### config.mk
export PLATFORM = sky130hd
export DESIGN_NAME = wb_arbiter2
export DESIGN_NICKNAME = d
export VERILOG_FILES = /design/src/rtl/xm_bus_pkg.sv /design/src/rtl/wb_arb_timer.sv /design/src/rtl/wb_arbiter2.sv
export SDC_FILE = /design/constraint.sdc
export NUM_CORES = 1
export LEC_CHECK = 0
export BUFFER_PORTS_ARGS = -buffer_cell sky130_fd_sc_hd__buf_2
export CORE_UTILIZATION = 30
export CTS_BUF_LIST = sky130_fd_sc_hd__clkbuf_4 sky130_fd_sc_hd__clkbuf_8
export CTS_CLUSTER_SIZE = 30
export DETAILED_ROUTE_END_ITERATION = 10
export PLACE_DENSITY_LB_ADDON = 0.12
export SLEW_MARGIN = 25
export SYNTH_ARGS = -nofsm -noshare
export SYNTH_HDL_FRONTEND = slang
export SYNTH_SLANG_ARGS = --single-unit
### constraint.sdc
create_clock -name clk_i -period 2.2 [get_ports clk_i]
set_clock_uncertainty 0.2 [all_clocks]
set_input_delay 0.11 -clock clk_i [delete_from_list [all_inputs] [get_ports clk_i]]
set_output_delay 0.11 -clock clk_i [all_outputs]
set_load 0.01 [all_outputs]
### src/rtl/xm_bus_pkg.sv
// ---------------------------------------------------------------------------
// xm_bus_pkg : shared Wishbone bus widths and arbiter state type
// Rev 1.0
// ---------------------------------------------------------------------------
`default_nettype none

package xm_bus_pkg;

  localparam int BUS_AW      = 15;
  localparam int BUS_DW      = 16;
  localparam int BUS_SW      = BUS_DW / 8;
  localparam int BUS_TIMEOUT = 16;

  // Encoding matches the one-hot grant vector so gnt can be taken straight from the state.
  typedef enum logic [1:0] {
    IDLE = 2'b00,
    OWN0 = 2'b01,
    OWN1 = 2'b10
  } arb_state_t;

endpackage

`default_nettype wire

### src/rtl/wb_arb_timer.sv
// ---------------------------------------------------------------------------
// wb_arb_timer : counts unacknowledged strobe cycles of the bus owner
// Rev 1.0
// ---------------------------------------------------------------------------
`default_nettype none

module wb_arb_timer #(
  parameter int TIMEOUT = 16
) (
  input  logic clk_i,
  input  logic arst_i,
  input  logic clr_i,
  input  logic ack_i,
  input  logic stall_i,
  output logic expire_o
);

  localparam int CW = $clog2(TIMEOUT + 1);

  logic [CW-1:0] cnt_q;
  logic [CW-1:0] cnt_d;

  // Fires on the TIMEOUT-th stall cycle itself, not the one after.
  assign expire_o = stall_i && (cnt_q == CW'(TIMEOUT - 1));

  always_comb begin
    cnt_d = cnt_q;
    if (clr_i || ack_i || expire_o) begin
      cnt_d = '0;
    end else if (stall_i) begin
      cnt_d = cnt_q + CW'(1);
    end
  end

  always_ff @(posedge clk_i or negedge arst_i) begin
    if (!arst_i) begin
      cnt_q <= '0;
    end else begin
      cnt_q <= cnt_d;
    end
  end

endmodule

`default_nettype wire

### src/rtl/wb_arbiter2.sv
// ---------------------------------------------------------------------------
// wb_arbiter2 : two-master round-robin Wishbone arbiter, whole-cycle grants
// Optional slave timeout abort: define WB_ARB_TIMEOUT_EN.      Rev 1.0
// ---------------------------------------------------------------------------
`default_nettype none

module wb_arbiter2
  import xm_bus_pkg::*;
#(
  parameter int AW      = BUS_AW,
  parameter int DW      = BUS_DW,
  parameter int SW      = BUS_SW,
  parameter int TIMEOUT = BUS_TIMEOUT
) (
  input  logic          clk_i,
  input  logic          arst_i,
  input  logic          m0_cyc_i,
  input  logic          m0_stb_i,
  input  logic          m0_we_i,
  input  logic [SW-1:0] m0_sel_i,
  input  logic [AW-1:0] m0_adr_i,
  input  logic [DW-1:0] m0_dat_i,
  output logic          m0_ack_o,
  output logic          m0_err_o,
  input  logic          m1_cyc_i,
  input  logic          m1_stb_i,
  input  logic          m1_we_i,
  input  logic [SW-1:0] m1_sel_i,
  input  logic [AW-1:0] m1_adr_i,
  input  logic [DW-1:0] m1_dat_i,
  output logic          m1_ack_o,
  output logic          m1_err_o,
  input  logic [DW-1:0] s_dat_i,
  input  logic          s_ack_i,
  output logic          s_cyc_o,
  output logic          s_stb_o,
  output logic          s_we_o,
  output logic [SW-1:0] s_sel_o,
  output logic [AW-1:0] s_adr_o,
  output logic [DW-1:0] s_dat_o,
  output logic [DW-1:0] m_dat_o,
  output logic [1:0]    gnt_o
);

  arb_state_t    state_q;
  arb_state_t    state_d;
  logic          last_q;
  logic          last_d;
  logic          expire;
  logic          own_cyc;
  logic          own_stb;
  logic          own_we;
  logic [SW-1:0] own_sel;
  logic [AW-1:0] own_adr;
  logic [DW-1:0] own_dat;

  always_comb begin
    own_cyc = 1'b0;
    own_stb = 1'b0;
    own_we  = 1'b0;
    own_sel = '0;
    own_adr = '0;
    own_dat = '0;
    case (state_q)
      OWN0: begin
        own_cyc = m0_cyc_i;
        own_stb = m0_stb_i;
        own_we  = m0_we_i;
        own_sel = m0_sel_i;
        own_adr = m0_adr_i;
        own_dat = m0_dat_i;
      end
      OWN1: begin
        own_cyc = m1_cyc_i;
        own_stb = m1_stb_i;
        own_we  = m1_we_i;
        own_sel = m1_sel_i;
        own_adr = m1_adr_i;
        own_dat = m1_dat_i;
      end
      default: ;
    endcase
  end

`ifdef WB_ARB_TIMEOUT_EN
  logic stall;

  assign stall = own_stb && !s_ack_i;

  wb_arb_timer #(
    .TIMEOUT (TIMEOUT)
  ) u_timer (
    .clk_i    (clk_i),
    .arst_i   (arst_i),
    .clr_i    (state_d != state_q),
    .ack_i    (s_ack_i),
    .stall_i  (stall),
    .expire_o (expire)
  );
`else
  assign expire = 1'b0;
`endif

  // last_q holds the index of the most recent owner; ties go to the other one.
  always_comb begin
    state_d = state_q;
    last_d  = last_q;
    case (state_q)
      IDLE: begin
        if (m0_cyc_i && m1_cyc_i) begin
          state_d = last_q ? OWN0 : OWN1;
        end else if (m0_cyc_i) begin
          state_d = OWN0;
        end else if (m1_cyc_i) begin
          state_d = OWN1;
        end
      end
      OWN0: begin
        if (expire || !m0_cyc_i) begin
          last_d  = 1'b0;
          state_d = (m1_cyc_i && !expire) ? OWN1 : IDLE;
        end
      end
      OWN1: begin
        if (expire || !m1_cyc_i) begin
          last_d  = 1'b1;
          state_d = (m0_cyc_i && !expire) ? OWN0 : IDLE;
        end
      end
      default: state_d = IDLE;
    endcase
  end

  always_ff @(posedge clk_i or negedge arst_i) begin
    if (!arst_i) begin
      state_q <= IDLE;
      last_q  <= 1'b1;
    end else begin
      state_q <= state_d;
      last_q  <= last_d;
    end
  end

  assign s_cyc_o  = own_cyc && !expire;
  assign s_stb_o  = own_stb && !expire;
  assign s_we_o   = own_we;
  assign s_sel_o  = own_sel;
  assign s_adr_o  = own_adr;
  assign s_dat_o  = own_dat;
  assign m_dat_o  = s_dat_i;
  assign m0_ack_o = (state_q == OWN0) && s_ack_i;
  assign m1_ack_o = (state_q == OWN1) && s_ack_i;
  assign m0_err_o = (state_q == OWN0) && expire;
  assign m1_err_o = (state_q == OWN1) && expire;
  assign gnt_o    = state_q;

endmodule

`default_nettype wire
==> metrics.md, run 1 <==
| Metric | Value |
|---|---|
| Run status | completed |
| Total Routing Usage GR | 17.5% |
| Largest net degree at the start of global routing | 24 |
| Starting Density | 31.6% |
| Synthesized cell area | 956 µm² |
| Synth Warn # | 0 |
| Final hold vios | 0 |
| DR pass1 iterations | 4 |
| Clock buffer depth | 2 |
| Chip width | 58.5 µm |
| Top-level I/O count | 149 |
| Achievable frequency | 509 MHz |
| Final HPWL DP | 2580 µm |
| Switching pwr | 790 µW |
| Die Ht | 58.5 µm |
| HP Class | in -> async |
| Fin crit share | 89.3% |
| Total of max-cap violations | 0 |
| Yosys cell types | 24 |
| # DRC | 0 |
| Total die area | 3420 µm² |
| Cell row count | 20 |
| CTS tree | done |
| Most frequent cells in the layout | buf_2, nor2b_1, a22oi_1 |
| Sequential element share of the synthesized area | 7.98% |
| Met1 usage | 20.3% |
| Setup bufs post-CTS | 0 |
| Via density | 4.70 |
| Grt met2 use | 32.8% |
| Worst path required time | 1.89 ns |
| Internal | 858 µW |
| PwrDens | 1100 nW/µm² |
| Fill count | 318 |
| Detail Route Antenna Nets | 0 |
| Leakage | 0.000812 µW |
| First DRT Iteration DRCs | 52 |
| Cts bufs inserted | 3 |
| Routed wire length | 3240 µm |
| Clock Root Buffer | clkbuf_4 |
| CTS-repair resized insts | 0 |
| Power Total | 1650 µW |
| Antenna diodes | 0 |
| Routed wire per std cell | 11.9 µm |
| CORE AREA | 3030 µm² |
| Hold Buf Count CTS | 2 |
| GRT overflow | 0 |
| Share of cells above drive strength 1 | 56.1% |
| DP Cell Count | 266 |
| Global Route met3 Usage | 2.86% |
| Slew Viols, Final | 0 |
| Post-Layout Cell Count | 272 |
| Sw frac | 47.9% |
| Area of the multi-input gates | 683 µm² |
| Final nets | 325 |
| Crit path max fanout | 18 |
| Reg area | 76.3 µm² |
| Final setup TNS | 0 ns |
| CP Class | reg -> out |
| Number of global-route vias before repair | 1,156 |
| Reg2Reg Setup Slack | 0.28 ns |
| Initial antenna violation count | 0 |
| Post-synthesis area per instance | 7.35 µm² |
| Clk sinks | 3 |
| Crit path time final | 1.96 ns |
| Worst skew pair latency | 0.23 ns |
| Fraction of power consumed by sequential logic | 7.1% |
| Via Count | 1,279 |
| Clock Pin Slew Worst Setup and Hold Paths | 0.04 ns |
| RR Endpoint | gnt_o[1] |
| H-tree lvl count | 1 |
| Worst R2R Start | gnt_o[0] |
| Peak VDD IR | 0.661 mV |
| Clock Power Share | 6.5% |
| Top Usage Layer GRT | met2 |
| Final setup viols | 0 |
| Crit path capture type | output port |
| First-pass GRT wire length | 4850 µm |
| Gate power share | 86.4% |
| Synth-to-Final Area Change | 56.4% |
| Buffers added on ports | 114 |
| Synth Instances | 130 |
| Commonest non-fill, non-tap cell in the layout | buf_2 |
| Placer congestion estimate | 0.695 |
| Synth Register Bits | 3 |
| RSZ-0062 raised after global routing | no |
| Arrival time worst endpoint | 1.65 ns |
| R2r worst-path depth | 5 |
| Startpoint types | register |
[worst max path at each step]
stage	startpoint	endpoint	slack, ns	cells past startpoint
after floorplan	gnt_o[0]	gnt_o[1]	0.37	5
after global placement	gnt_o[0]	gnt_o[1]	0.38	5
after detailed placement	gnt_o[0]	gnt_o[1]	0.29	5
after CTS	gnt_o[0]	s_dat_o[5]	0.23	6
after global routing	gnt_o[1]	s_sel_o[0]	0.11	6
final	gnt_o[0]	s_adr_o[5]	0.24	6
[sequential cells by signal (all words and copies together) (netlist names)]
name,flops
last_q,1
gnt_o,2
[synth_stat cells (all sizes together)]
master,instances,share of area (%)
nand3b,1,0.79
a31oi,1,0.65
mux2i,1,1.0
and2,2,1.3
buf,26,18
dfstp,1,2.7
mux2,1,1.2
nand2,2,1.0
ha,5,6.5
nor2b,36,24
a22oi,36,29
or3b,1,1.2
nand2b,2,1.3
a21oi,3,1.6
dfrtp,2,5.2
clkbuf,3,1.2
a21o,1,0.79
o41ai,1,0.92
conb,1,0.39
inv,4,1.6
[routing by layer]
| layer | up-vias | part of all wire, % |
|---|---|---|
| li1 | 636 | - |
| met1 | 568 | 40 |
| met2 | 69 | 51 |
| met3 | 6 | 8.2 |
| met4 | 0 | 0.86 |
| met5 | - | 0 |
[power by group through the flow]
stage          Combinational, µW  Clock, µW  Sequential, µW
4_1_cts                     1440        110             118
3_3_place_gp                1400          0             114
5_1_grt                     1570        114             125
2_1_floorplan                972          0             119
6_report                    1420        106             117
3_5_place_dp                1430          0             118
[layout make-up]
type | count | share of cell area, %
Multi-Input combinational cell | 95 | 45.7
Sequential cell | 3 | 5.10
Clock buffer | 4 | 2.01
Inverter | 4 | 1.00
Tap cell | 44 | 3.68
Timing Repair Buffer | 122 | 42.5
[critical path: stages (launching register included)]
cell and delay [ns]:
dfrtp_1 0.41, inv_1 0.15, ha_1 0.21, buf_4 0.24, a22oi_1 0.12, nor2b_1 0.14
buf_2 0.14
[per-stage QoR]
stage                     utilization, %  setup slack (ns)  area (µm²)  hold WS, ns
after floorplan                        -             0.365         960       -0.386
after global placement              47.7             0.376        1450       -0.292
after detailed placement            47.7             0.286        1450       -0.294
after CTS                           49.4             0.234        1500     0.000394
after global routing                49.4             0.114        1500       0.0155
final                               49.4             0.236        1500      0.00840
[kinds of logic (layout without fill, tap and decap cells)]
| group | after synthesis | in the layout | share of synthesized area [%] |
|---|---|---|---|
| AO/OA/AOI/OAI | 42 | 42 | 32.7 |
| adder cells (fa/ha/maj) | 5 | 5 | 6.54 |
| buffers and inverters | 33 | 130 | 20.9 |
| flip-flops | 3 | 3 | 7.99 |
| multiplexers | 2 | 2 | 2.23 |
| other | 1 | 2 | 0.392 |
| AND/OR/NAND/NOR | 44 | 44 | 29.2 |
Note: power is estimated with default switching activity, not from simulation.
==> run 2: changes to the inputs <==
--- a/config.mk
+++ b/config.mk
@@ -10,6 +10,7 @@
 export CTS_BUF_LIST = sky130_fd_sc_hd__clkbuf_4 sky130_fd_sc_hd__clkbuf_8
 export CTS_CLUSTER_SIZE = 30
 export DETAILED_ROUTE_END_ITERATION = 10
+export HOLD_SLACK_MARGIN = 0.1
 export PLACE_DENSITY_LB_ADDON = 0.12
 export SLEW_MARGIN = 25
 export SYNTH_ARGS = -nofsm -noshare
==> constraint.sdc (replaced) <==
create_clock -name clk_i -period 1.9 [get_ports clk_i]
set_clock_uncertainty 0.2 [all_clocks]
set_input_delay 0.095 -clock clk_i [delete_from_list [all_inputs] [get_ports clk_i]]
set_output_delay 0.095 -clock clk_i [all_outputs]
set_load 0.01 [all_outputs]
==> metrics.md, run 2 (synthesized netlist as in run 1, its figures left out) <==
| Metric | Value |
|---|---|
| Run status | completed |
| Hold slack final | 0.158 ns (+0.150 ns) |
| Startpoint types | register |
| Total Routing Usage GR | 19.0% (+1.5 points) |
| Number of global-route vias before repair | 1,278 (+11%) |
| Worst path required time | 1.81 ns (-0.08 ns) |
| CP Class | reg -> reg |
| Share of cells above drive strength 1 | 54.7% (-1.5 points) |
| Internal | 1120 µW (+31%) |
| First-pass GRT wire length | 5230 µm (+7.8%) |
| Arrival time worst endpoint | 1.75 ns (+0.10 ns) |
| Total die area | 3420 µm² (unchanged) |
| CP peak stage delay | 0.42 ns (about the same) |
| Slew Viols, Final | 0 (unchanged) |
| First DRT Iteration DRCs | 66 (+27%) |
| RSZ-0062 raised after global routing | yes |
| Worst skew pair latency | 0.23 ns (about the same) |
| Clock Root Buffer | clkbuf_4 |
| Via density | 4.73 (+0.49%) |
| Synth-to-Final Area Change | 81.5% |
| Setup bufs post-CTS | 0 (unchanged) |
| Max FFs per register | 2 (unchanged) |
| DP Area | 1460 µm² (+0.87%) |
| Power Total | 2100 µW (+27%) |
| Chip width | 58.5 µm (unchanged) |
| WP buf/inv | 1 (-2) |
| Sw frac | 46.6% (-1.3 points) |
| Worst path cell trace | inv_2 -> ha_1 -> or3b_4 -> nand2_2 -> mux2_1 |
| Critical Path Start | gnt_o[0] |
| Achievable frequency | 543 MHz |
| Starting Density | 31.6% (unchanged) |
| Grt met2 use | 37.8% (+4.9 points) |
| Fin crit share | 96.9% |
| DR pass1 iterations | 4 (unchanged) |
| Gate power share | 88.0% (+1.6 points) |
| Final hold vios | 0 (unchanged) |
| Clk sinks | 3 (unchanged) |
| Final HPWL DP | 2570 µm (-0.66%) |
| PwrDens | 1210 nW/µm² (+9.7%) |
| Peak VDD IR | 0.795 mV (+20%) |
| Crit path max fanout | 4 (-14) |
| Crit path max-delay family | simple AND/OR/NAND/NOR gates |
| Antenna diodes | 0 (unchanged) |
| Post-route setup slack | 0.0591 ns (-0.177 ns) |
| Clock buffer depth | 2 (unchanged) |
| Crit path time final | 1.84 ns |
| Top Usage Layer GRT | met2 |
| # DRC | 0 (unchanged) |
| Crit path capture type | register |
| Buffers added on ports | 114 (unchanged) |
| Top-level I/O count | 149 (unchanged) |
| Total of max-cap violations | 0 (unchanged) |
| H-tree lvl count | 1 (unchanged) |
| Placer congestion estimate | 0.708 (+1.9%) |
| Switching pwr | 978 µW (+24%) |
| Final core utilization | 57.3% (+7.9 points) |
| Routed wire per std cell | 12.4 µm (+4.1%) |
| CTS tree | done |
| Finished Cell Area | 1740 µm² (+16%) |
| Worst R2R Start | gnt_o[0] |
| Cell row count | 20 (unchanged) |
| Commonest non-fill, non-tap cell in the layout | buf_2 |
| Initial antenna violation count | 0 (unchanged) |
| Routed wire length | 3610 µm (+11%) |
| Clock Power Share | 5.9% (-0.6 points) |
| Detail Route Antenna Nets | 0 (unchanged) |
| Most frequent cells in the layout | buf_2, nor2b_1, a22oi_1 |
| Final setup viols | 0 (unchanged) |
| Met1 usage | 20.9% (+0.67 points) |
| Clock Pin Slew Worst Setup and Hold Paths | 0.04 ns (about the same) |
| Fraction of power consumed by sequential logic | 6.1% (-1.0 points) |
| GRT overflow | 0 (unchanged) |
| Leakage | 0.000901 µW (+11%) |
| Die Ht | 58.5 µm (unchanged) |
| Final nets | 344 (+5.8%) |
| Fill count | 280 (-12%) |
| Global Route met3 Usage | 1.98% (-0.88 points) |
| Largest net degree at the start of global routing | 37 (+54%) |
| Cts bufs inserted | 3 (unchanged) |
| CP max-delay cell | dfrtp_2 |
| HP Class | in -> async |
| Via Count | 1,375 (+7.5%) |
| DP Worst Slack | 0.0214 ns (-0.264 ns) |
| CORE AREA | 3030 µm² (unchanged) |
## run 2: cell types whose count changed in the layout (fill, tap and decap cells not counted), moves of 2 or more
| cell | delta |
|---|---|
| dlygate4sd3_1 | +18 |
| a22oi_2 | +3 |
| buf_4 | -2 |
| a22oi_1 | -3 |
## run 2: metrics by stage
stage,instances,setup TNS [ns]
finish,291,0
global route,291,-0.252
CTS,290,0
detailed placement,266,0
global placement,266,0
floorplan,131,0
## run 2: worst paths after layout
| path | end | slack, ns | depth (start not counted) |
|---|---|---|---|
| worst max-delay path | gnt_o[1] | 0.06 | 5 |
| worst min-delay path | last_q | 0.16 | 2 |
| worst max register to register | gnt_o[1] | 0.06 | 5 |
| worst min register to register | last_q | 0.34 | 2 |
| max in group asynchronous | gnt_o[0] | 0.81 | 3 |
| min in group clk_i | m1_ack_o | 0.30 | 3 |
## run 2: area by class of cell
type / instances / area [µm²] / area share [%]
Tap cell: 44 / 55.1 / 3.17
Timing Repair Buffer: 141 / 857 / 49.4
Clock buffer: 4 / 30.0 / 1.73
Multi-Input combinational cell: 95 / 701 / 40.4
Inverter: 4 / 15.0 / 0.865
Sequential cell: 3 / 77.6 / 4.47
## run 2: power groups by stage
stage               logic (µW)  clock network [µW]  registers [µW]
global placement          1660                   0             123
floorplan                 1130                   0             138
global route              2020                 134             134
finish                    1840                 124             128
CTS                       1760                 131             126
detailed placement        1710                   0             127
## run 2: metal layers
metal,up-vias,share of wire [%]
met2,77,53
met3,0,7.2
met4,0,0
li1,674,-
met1,624,40
met5,-,0
## run 2: repair_timing
item / CTS / global route
setup endpoints to repair: 1 / 37
resized for setup: 1 / 6
hold buffers: 20 / 0
endpoints found under the hold margin: 21 / 0
gates cloned: 0 / 1
==> run 3: changes to the inputs <==
--- a/config.mk
+++ b/config.mk
@@ -6,6 +6,7 @@
 export NUM_CORES = 1
 export LEC_CHECK = 0
 export BUFFER_PORTS_ARGS = -buffer_cell sky130_fd_sc_hd__buf_2
+export CORE_ASPECT_RATIO = 1.25
 export CORE_UTILIZATION = 30
 export CTS_BUF_LIST = sky130_fd_sc_hd__clkbuf_4 sky130_fd_sc_hd__clkbuf_8
 export CTS_CLUSTER_SIZE = 30
==> metrics.md, run 3 (synthesized netlist as in run 1, its figures left out) <==
| Metric | Value |
|---|---|
| Commonest non-fill, non-tap cell in the layout | buf_2 |
| Routed wire per std cell | 13.1 µm (+5.8%) |
| Chip width | 52.5 µm (-10%) |
| H-tree lvl count | 1 (unchanged) |
| Run status | completed |
| Crit path capture type | register |
| Cell row count | 22 (+10%) |
| Routed wire length | 3780 µm (+4.7%) |
| DP Cell Count | 259 (-2.6%) |
| Via Count | 1,386 (+0.80%) |
| Top-level I/O count | 149 (unchanged) |
| Total of max-cap violations | 0 (unchanged) |
| Final nets | 349 (+1.5%) |
| Via density | 4.81 (+1.8%) |
| Total die area | 3420 µm² (about the same) |
| GRT overflow | 0 (unchanged) |
| Switching pwr | 1030 µW (+5.7%) |
| Die Ht | 65.1 µm (+11%) |
| Slew Viols, Final | 0 (unchanged) |
| PwrDens | 1260 nW/µm² (+3.8%) |
| Startpoint types | register |
| Hold slack final | 0.146 ns (-0.0126 ns) |
| Final HPWL DP | 2530 µm (-1.4%) |
| CP Class | reg -> reg |
| Post-route setup slack | 0.0641 ns (+0.00504 ns) |
| CP peak stage delay | 0.41 ns (about the same) |
| Fraction of power consumed by sequential logic | 5.5% (-0.6 points) |
| Internal | 1260 µW (+13%) |
| Crit path max-delay family | simple AND/OR/NAND/NOR gates |
| Final hold vios | 0 (unchanged) |
| Leakage | 0.000944 µW (+4.7%) |
| Cts bufs inserted | 3 (unchanged) |
| Most frequent cells in the layout | buf_2, nor2b_1, a22oi_1 |
| Share of cells above drive strength 1 | 57.1% (+2.5 points) |
| Sw frac | 45.1% (-1.6 points) |
| CTS tree | done |
| Buffers added on ports | 114 (unchanged) |
| Fill count | 272 (-2.9%) |
| Achievable frequency | 545 MHz (+0.27%) |
| Clock Pin Slew Worst Setup and Hold Paths | 0.04 ns (about the same) |
| Final setup TNS | 0 ns (unchanged) |
| Peak VDD IR | 0.697 mV (-12%) |
| First-pass GRT wire length | 4970 µm (-5.0%) |
| Uppermost layer routed | met3 |
| Arrival time worst endpoint | 1.75 ns (about the same) |
| Synth-to-Final Area Change | 91.2% |
| Detail Route Antenna Nets | 0 (unchanged) |
| Worst path cell trace | inv_2 -> ha_1 -> or3b_4 -> nand2_2 -> mux2_1 |
| DR pass1 iterations | 6 (+2) |
| DP Worst Slack | 0.0744 ns (+0.0530 ns) |
| Max FFs per register | 2 (unchanged) |
| Fin crit share | 96.6% (-0.27 points) |
| Clock Root Buffer | clkbuf_4 |
| Initial antenna violation count | 0 (unchanged) |
| Clk sinks | 3 (unchanged) |
| Total Routing Usage GR | 18.7% (-0.34 points) |
| HP Class | in -> async |
| WP buf/inv | 1 (unchanged) |
| Largest net degree at the start of global routing | 37 (unchanged) |
| Clock buffer depth | 2 (unchanged) |
| Number of global-route vias before repair | 1,200 (-6.1%) |
| CORE AREA | 2970 µm² (-1.8%) |
| Routed wl met3 | 373 µm (+44%) |
| Worst skew pair latency | 0.23 ns (about the same) |
| Final setup viols | 0 (unchanged) |
| Wire length on met1 | 1310 µm (-9.0%) |
| Antenna diodes | 0 (unchanged) |
| RSZ-0062 raised after global routing | yes |
| First DRT Iteration DRCs | 25 (-62%) |
| Crit path time final | 1.84 ns (-0.00504 ns) |
| Gate power share | 89.0% (+1.0 points) |
| # DRC | 0 (unchanged) |
| Worst path required time | 1.81 ns (about the same) |
| Starting Density | 32.2% (+0.58 points) |
| Placer congestion estimate | 0.977 (+38%) |
| Crit path max fanout | 4 (unchanged) |
| Post-Layout Cell Count | 288 (-1.0%) |
| CP max-delay cell | or3b_4 |
| Clock Power Share | 5.5% (-0.4 points) |
| Met2 WL | 2090 µm (+9.7%) |
| Power Total | 2290 µW (+9.4%) |
[run 3: changes by cell type in the layout (fill, tap and decap cells not counted), sizes merged]
cell,before,now
buf,120,125
[run 3: metrics by stage]
stage	instance area [µm²]	util [%]
finish	1830	61.5
global route	1830	61.5
CTS	1690	56.9
detailed placement	1460	48.9
global placement	1460	48.9
floorplan	960	-
[run 3: worst paths after layout]
path	start	to	slack, ns	cells after the start
max in group asynchronous	arst_i	gnt_o[0]	0.84	3
min in group clk_i	s_ack_i	m1_ack_o	0.30	3
worst max-delay path	gnt_o[0]	gnt_o[1]	0.06	5
worst min-delay path	arst_i	last_q	0.15	2
worst max register to register	gnt_o[0]	gnt_o[1]	0.06	5
worst min register to register	last_q	last_q	0.37	2
[run 3: power groups by stage]
stage	Clock [µW]	Sequential, µW	Combinational [µW]
6_report	127	127	2040
5_1_grt	137	132	2230
4_1_cts	130	125	1780
3_5_place_dp	0	127	1720
3_3_place_gp	0	125	1690
2_1_floorplan	0	138	1130
[run 3: repair_timing]
item,CTS,global route
pin swaps,0,2
buffers inserted,1,2
endpoints found under the hold margin,21,0
hold buffers,20,0
cloned,0,2
endpoints found under the setup margin,27,37
gates resized for setup,0,19
[run 3: layout make-up]
| cell class | instances | area (µm²) | share of cell area, % |
|---|---|---|---|
| repair buffers | 146 | 926 | 50.7 |
| multi-input cells | 95 | 736 | 40.2 |
| flip-flops and latches | 3 | 76.3 | 4.18 |
| well taps | 36 | 45.0 | 2.46 |
| clock buffers | 4 | 30.0 | 1.64 |
| inverters | 4 | 15.0 | 0.821 |
[run 3: worst register-to-register path, stage by stage (launching register included)]
cell and delay, ns:
dfrtp_1 0.40, inv_2 0.08, ha_1 0.21, or3b_4 0.41, nand2_2 0.10, mux2_1 0.33
[run 3: metal layers]
metal | global-route usage [%] | up-vias
met2 | 37.3 | 81
li1 | - | 685
met3 | 4.40 | 0
met1 | 18.5 | 620
met5 | 0 | -
met4 | 3.95 | 0
